--- src/rtl/rhd_spi_frame_master.sv ---
// rhd_spi_frame_master: SPI mode-0 frame master for an RHD2000 headstage.
// Sends 16-bit command frames MSB first under CS. The returning MISO word is
// captured by a separate counter that starts a programmable number of clk
// cycles after CS falls, which absorbs the cable and isolator round trip.
// Optional build macro RHD_MISO_SYNC_EN: MISO passes through a 2-flop
// synchronizer. The sample strobes are delayed by the same two cycles, so
// software offsets keep their meaning.
module rhd_spi_frame_master #(
    parameter int CLKS_PER_HALF = 3,
    parameter int CS_HIGH_CLKS  = 18
) (
    input  logic        clk,
    input  logic        rstn,
    input  logic        start,
    input  logic [15:0] data_in,
    input  logic [7:0]  oversample_offset,
    input  logic        MISO,
    output logic        SCLK,
    output logic        MOSI,
    output logic        CS,
    output logic [15:0] data_out,
    output logic        data_valid,
    output logic        busy
);

    localparam int PERIOD = 32 * CLKS_PER_HALF + CS_HIGH_CLKS;
    localparam int D_MAX  = PERIOD - 1;
    localparam int HW     = $clog2(CLKS_PER_HALF + 1);
    localparam int GW     = $clog2(CS_HIGH_CLKS + 1);
    localparam int DW     = $clog2(PERIOD + 1);

    localparam logic [HW-1:0] HALF_LAST = HW'(CLKS_PER_HALF - 1);
    localparam logic [GW-1:0] GAP_LAST  = GW'(CS_HIGH_CLKS - 1);
    localparam logic [DW-1:0] D_MAX_V   = DW'(D_MAX);

    typedef enum logic [1:0] {IDLE, SHIFT, CS_GAP} state_t;

    state_t        state_q, state_d;
    logic [14:0]   tx_sh_q, tx_sh_d;
    logic          sclk_q, sclk_d;
    logic          mosi_q, mosi_d;
    logic          cs_q, cs_d;
    logic [HW-1:0] half_q, half_d;
    logic [3:0]    bit_q, bit_d;
    logic [GW-1:0] gap_q, gap_d;
    logic          dly_act_q, dly_act_d;
    logic [DW-1:0] dly_q, dly_d;
    logic          cap_act_q, cap_act_d;
    logic [HW-1:0] cap_half_q, cap_half_d;
    logic          cap_phase_q, cap_phase_d;
    logic [3:0]    cap_bit_q, cap_bit_d;
    logic [14:0]   rx_sh_q, rx_sh_d;
    logic [15:0]   data_out_q, data_out_d;
    logic          data_valid_q, data_valid_d;

    logic [DW-1:0] d_clamp;
    logic          frame_start;
    logic          cap_start;
    logic          samp_stb;
    logic          samp_last;
    logic          samp_en;
    logic          samp_last_en;
    logic          samp_bit;
    logic          pipe_busy;

    // Clamp the sample delay so one capture always ends before the next begins.
    always_comb begin
        if ({24'd0, oversample_offset} > 32'(D_MAX)) d_clamp = D_MAX_V;
        else                                         d_clamp = DW'(oversample_offset);
    end

    // Next state for the frame FSM, the delay counter and the capture counter.
    always_comb begin
        state_d     = state_q;
        tx_sh_d     = tx_sh_q;
        sclk_d      = sclk_q;
        mosi_d      = mosi_q;
        cs_d        = cs_q;
        half_d      = half_q;
        bit_d       = bit_q;
        gap_d       = gap_q;
        dly_act_d   = dly_act_q;
        dly_d       = dly_q;
        cap_act_d   = cap_act_q;
        cap_half_d  = cap_half_q;
        cap_phase_d = cap_phase_q;
        cap_bit_d   = cap_bit_q;
        frame_start = 1'b0;
        cap_start   = 1'b0;
        samp_stb    = 1'b0;
        samp_last   = 1'b0;

        case (state_q)
            IDLE: begin
                if (start) frame_start = 1'b1;
            end
            SHIFT: begin
                if (half_q == HALF_LAST) begin
                    half_d = '0;
                    if (!sclk_q) begin
                        sclk_d = 1'b1;
                    end else begin
                        sclk_d = 1'b0;
                        if (bit_q == 4'd15) begin
                            cs_d    = 1'b1;
                            mosi_d  = 1'b0;
                            gap_d   = '0;
                            state_d = CS_GAP;
                        end else begin
                            bit_d   = bit_q + 4'd1;
                            mosi_d  = tx_sh_q[14];
                            tx_sh_d = {tx_sh_q[13:0], 1'b0};
                        end
                    end
                end else begin
                    half_d = half_q + HW'(1);
                end
            end
            CS_GAP: begin
                // The gap's last cycle doubles as the IDLE start check.
                if (gap_q == GAP_LAST) begin
                    state_d = IDLE;
                    if (start) frame_start = 1'b1;
                end else begin
                    gap_d = gap_q + GW'(1);
                end
            end
            default: state_d = IDLE;
        endcase

        if (dly_act_q) begin
            if (dly_q == DW'(1)) begin
                dly_act_d = 1'b0;
                cap_start = 1'b1;
            end else begin
                dly_d = dly_q - DW'(1);
            end
        end

        // The capture counter replays the SCLK timeline; samples land on its rising edges.
        if (cap_act_q) begin
            if (cap_half_q == HALF_LAST) begin
                cap_half_d  = '0;
                cap_phase_d = ~cap_phase_q;
                if (!cap_phase_q) begin
                    samp_stb  = 1'b1;
                    samp_last = (cap_bit_q == 4'd15);
                    cap_bit_d = cap_bit_q + 4'd1;
                    if (cap_bit_q == 4'd15) cap_act_d = 1'b0;
                end
            end else begin
                cap_half_d = cap_half_q + HW'(1);
            end
        end

        if (frame_start) begin
            state_d = SHIFT;
            cs_d    = 1'b0;
            sclk_d  = 1'b0;
            mosi_d  = data_in[15];
            tx_sh_d = data_in[14:0];
            half_d  = '0;
            bit_d   = '0;
            if (d_clamp == '0) begin
                cap_start = 1'b1;
            end else begin
                dly_act_d = 1'b1;
                dly_d     = d_clamp;
            end
        end

        if (cap_start) begin
            cap_act_d   = 1'b1;
            cap_half_d  = '0;
            cap_phase_d = 1'b0;
            cap_bit_d   = '0;
        end
    end

`ifdef RHD_MISO_SYNC_EN
    logic       miso_s1_q, miso_s2_q;
    logic [1:0] stb_pipe_q, last_pipe_q;

    // Synchronize MISO and delay the sample strobes by the same two cycles.
    always_ff @(posedge clk or negedge rstn) begin
        if (!rstn) begin
            miso_s1_q   <= 1'b0;
            miso_s2_q   <= 1'b0;
            stb_pipe_q  <= '0;
            last_pipe_q <= '0;
        end else begin
            miso_s1_q   <= MISO;
            miso_s2_q   <= miso_s1_q;
            stb_pipe_q  <= {stb_pipe_q[0], samp_stb};
            last_pipe_q <= {last_pipe_q[0], samp_last};
        end
    end

    assign samp_en      = stb_pipe_q[1];
    assign samp_last_en = last_pipe_q[1];
    assign samp_bit     = miso_s2_q;
    assign pipe_busy    = |stb_pipe_q;
`else
    assign samp_en      = samp_stb;
    assign samp_last_en = samp_last;
    assign samp_bit     = MISO;
    assign pipe_busy    = 1'b0;
`endif

    // Shift the sampled MISO bits in and publish the word on the 16th sample.
    always_comb begin
        rx_sh_d      = rx_sh_q;
        data_out_d   = data_out_q;
        data_valid_d = 1'b0;
        if (samp_en) begin
            rx_sh_d = {rx_sh_q[13:0], samp_bit};
            if (samp_last_en) begin
                data_out_d   = {rx_sh_q, samp_bit};
                data_valid_d = 1'b1;
            end
        end
    end

    // State registers; reset aborts any frame or capture in flight.
    always_ff @(posedge clk or negedge rstn) begin
        if (!rstn) begin
            state_q      <= IDLE;
            tx_sh_q      <= '0;
            sclk_q       <= 1'b0;
            mosi_q       <= 1'b0;
            cs_q         <= 1'b1;
            half_q       <= '0;
            bit_q        <= '0;
            gap_q        <= '0;
            dly_act_q    <= 1'b0;
            dly_q        <= '0;
            cap_act_q    <= 1'b0;
            cap_half_q   <= '0;
            cap_phase_q  <= 1'b0;
            cap_bit_q    <= '0;
            rx_sh_q      <= '0;
            data_out_q   <= '0;
            data_valid_q <= 1'b0;
        end else begin
            state_q      <= state_d;
            tx_sh_q      <= tx_sh_d;
            sclk_q       <= sclk_d;
            mosi_q       <= mosi_d;
            cs_q         <= cs_d;
            half_q       <= half_d;
            bit_q        <= bit_d;
            gap_q        <= gap_d;
            dly_act_q    <= dly_act_d;
            dly_q        <= dly_d;
            cap_act_q    <= cap_act_d;
            cap_half_q   <= cap_half_d;
            cap_phase_q  <= cap_phase_d;
            cap_bit_q    <= cap_bit_d;
            rx_sh_q      <= rx_sh_d;
            data_out_q   <= data_out_d;
            data_valid_q <= data_valid_d;
        end
    end

    assign SCLK       = sclk_q;
    assign MOSI       = mosi_q;
    assign CS         = cs_q;
    assign data_out   = data_out_q;
    assign data_valid = data_valid_q;
    assign busy       = (state_q != IDLE) || dly_act_q || cap_act_q || pipe_busy;

endmodule

--- config.mk ---
export PLATFORM = sky130hd
export DESIGN_NAME = rhd_spi_frame_master
export DESIGN_NICKNAME = d
export VERILOG_FILES = /design/src/rtl/rhd_spi_frame_master.sv
export SDC_FILE = /design/constraint.sdc
export NUM_CORES = 1
export LEC_CHECK = 0
export ABC_AREA = 1
export BUFFER_PORTS_ARGS = -buffer_cell sky130_fd_sc_hd__buf_2
export CORE_AREA = 2 2 116 118
export DETAILED_ROUTE_END_ITERATION = 16
export DIE_AREA = 0 0 118 120
export GPL_ROUTABILITY_DRIVEN = 0
export GPL_TIMING_DRIVEN = 0
export PLACE_DENSITY = 0.58
export SYNTH_ARGS = -nofsm -noshare
export SYNTH_HDL_FRONTEND = slang
export SYNTH_SLANG_ARGS = --single-unit
--- constraint.sdc ---
create_clock -name clk -period 2.15 [get_ports clk]
set_input_delay 0.215 -clock clk [delete_from_list [all_inputs] [get_ports clk]]
set_output_delay 0.215 -clock clk [all_outputs]
set_load 0.02 [all_outputs]
==> results.json <==
{
  "antenna_found_initial": 0,
  "hold_path_end": "tx_sh_q[4]$_DFFE_PN0P_",
  "fmax_mhz": 587,
  "hpwl_um": 5480,
  "holdPathStages": 3,
  "highest_layer": "met4",
  "ys_ff_latch": 79,
  "setup_ws_ns": 0.447,
  "cts_resized": 0,
  "rsz0062_at_grt": "no",
  "power.density_nw_per_um2": 1230,
  "dr_wl_met3_um": 436,
  "irDropWorstVdd_mv": 0.525,
  "ant_nets": 0,
  "cts_made_buffers": 9,
  "insertedDiodeCount": 0,
  "worstReg2RegEnd": "gap_q[0]$_DFFE_PN0P_",
  "worstMarginPinSlew_ns": 0.482,
  "r2r_cells": 6,
  "min_path_type": "input pin to flop",
  "dieArea_um2": 14200,
  "grt_usage_pct": 11.9,
  "routed_wl_um": 7740,
  "setup_tns_ns": 0,
  "mostFrequentLayoutCells": "136 x nand2_1, 78 x dfrtp_1, 54 x inv_1, 54 x buf_2, 49 x nand3_1",
  "cts_tree": "built",
  "drive_gt1_share_pct": 19.4,
  "r2r_start": "bit_q[0]$_DFFE_PN0P_",
  "num_vias": 3013,
  "grt_max_degree": 66,
  "min_from": "data_in[4]",
  "criticalPathCategory": "flop to flop",
  "ys_types": 32,
  "power_uw": 5710,
  "die_x_um": 118,
  "finalMaxSlewViolations": 0,
  "first_pass_iters": 5,
  "drt_iter0_markers": 130,
  "rows": 42,
  "r2r_slack_ns": 0.45,
  "cts.reportedPaths.clkPinSlew_ns": 0.06,
  "p_leak_uw": 0.00237,
  "clk_path_buf_depth": 2,
  "pin_count": 49,
  "die_y_um": 120,
  "synthFlopType": "dfrtp_1",
  "hold_viol": 0,
  "cap_violations": 0,
  "ys_warn_count": 0,
  "critPathRequiredTime_ns": 2.37,
  "ys_seq_area_share_pct": 52.2,
  "start_kind": "flop",
  "pre_cts_slack_ns": 0.433,
  "period_needed_ns": 1.70,
  "utilization_pct": 35.8,
  "ys_top_cells_by_area": "dfrtp_1 52%, nand2_1 13%, nand3_1 6.5%, inv_1 5.4%, o21ai_0 3.6%",
  "coreArea_um2": 13000,
  "grt_overflow": 0,
  "outcome": "finished clean",
  "insertion_delay_ns": 0.34,
  "synth_edf_count": 0,
  "fin_crit_sh_pct": 79.2,
  "setup_viol": 0,
  "cts-htree-levels": 3,
  "fin_nets": 550,
  "syn2layout_area_growth_pct": 22.7,
  "ctsHoldBuffers": 1,
  "crit_fanout": 9,
  "initial_core_util_pct": 29.2,
  "wl_met2_um": 3540,
  "syn_area_um2": 3790,
  "drc_errors": 0,
  "viasPerCell": 4.33,
  "syn_nets": 489,
  "cts.sinks": 79,
  "fin_worst_skew_ns": 0.00414,
  "cp-end-kind": "flop",
  "slew-limit-headroom_pct": 67.7,
  "wl_per_cell_um": 11.1,
  "io_buffers": 48,
  "netlist_instances": 455,
  "final_common_cell": "nand2_1",
  "grt_pass1_wl_um": 13600,
  "first_global_vias": 2901,
  "syn_avg_cell_area_um2": 8.32,
  "netlist.area_leader.share_pct": 51.6,
  "m1WireLength_um": 3660,
  "cts_setup_buffers": 0,
  "critPathArrivalTime_ns": 1.93,
  "async_flop_share_pct": 100,
  "synth_area_leader_cell": "dfrtp_1",
  "cts_root_buf": "clkbuf_16"
}
-- flip-flops by register name (all words and copies together) (netlist names), 4 cells and up --
signal and cells:
bit_q 4, cap_bit_q 4, data_out 16, dly_q 7, gap_q 5, rx_sh_q 15
tx_sh_q 15
-- power by group --
part | internal (uW) | switching [uW]
Combinational | 604 | 959
Sequential | 1950 | 352
Clock | 1240 | 597
-- cell usage after synthesis (3+ instances only) --
cell and n:
nand2_1 136, dfrtp_1 78, inv_1 54, nand3_1 49, nor2_1 29, o21ai_0 27
nand3_2 10, a21oi_1 9, buf_2 7, xor2_1 7, ha_1 6, nor3_1 6
inv_2 4, nand2_2 4, nand4_1 4, buf_4 3, o21ai_1 3
-- layout make-up --
cell class | instances | area, um2
Buffer | 13 | 76.3
Clock buffer | 9 | 225
Clock inverter | 6 | 134
Fill cell | 1355 | 8330
Inverter | 59 | 221
Multi-Input combinational cell | 304 | 1510
Sequential cell | 79 | 1980
Tap cell | 176 | 220
Timing Repair Buffer | 50 | 280
-- through the flow --
| stage | hold slack [ns] | cell area [um2] | std cells |
|---|---|---|---|
| after floorplan | -0.0806 | 3790 | 455 |
| after detailed placement | 0.0891 | 4280 | 680 |
| after global placement | 0.439 | 4250 | 679 |
| final | 0.0933 | 4650 | 696 |
| after CTS | 0.0840 | 4650 | 696 |
| after global routing | 0.0992 | 4650 | 696 |
-- cell families after synthesis --
| family | count (synthesis) | synth area share [%] |
|---|---|---|
| AND/OR/NAND/NOR | 244 | 29.4 |
| AO/OA/AOI/OAI | 45 | 6.41 |
| buffers and inverters | 72 | 7.86 |
| XOR/XNOR | 9 | 2.08 |
| flip-flops | 79 | 52.2 |
| adder cells (fa/ha/maj) | 6 | 1.98 |
-- worst max path at each step --
stage                    startpoint                       to  slack [ns]  cells after the start
6_report       bit_q[0]$_DFFE_PN0P_     gap_q[0]$_DFFE_PN0P_        0.45                      6
5_1_grt        gap_q[1]$_DFFE_PN0P_  cap_phase_q$_DFFE_PN0P_        0.23                      9
4_1_cts        bit_q[0]$_DFFE_PN0P_     gap_q[0]$_DFFE_PN0P_        0.41                      6
3_5_place_dp   gap_q[1]$_DFFE_PN0P_    half_q[1]$_DFFE_PN0P_        0.43                     10
3_3_place_gp                   rstn  tx_sh_q[10]$_DFFE_PN0P_        0.28                      1
2_1_floorplan      SCLK$_DFFE_PN0P_   tx_sh_q[4]$_DFFE_PN0P_        0.71                      6
-- worst max-delay path, cell delays in order (launching register included) --
cell and delay (ns):
dfrtp_1 0.41, ha_1 0.23, nand3_2 0.22, o21ai_0 0.30, nand2_1 0.21, inv_1 0.15
a21oi_1 0.07
-- metal layers --
layer	global-route usage (%)	vias up
met5	0	-
met4	4.07	0
met3	3.85	9
met2	19.0	76
met1	15.2	1361
li1	-	1567
Note: power is estimated with default switching activity, not from simulation.
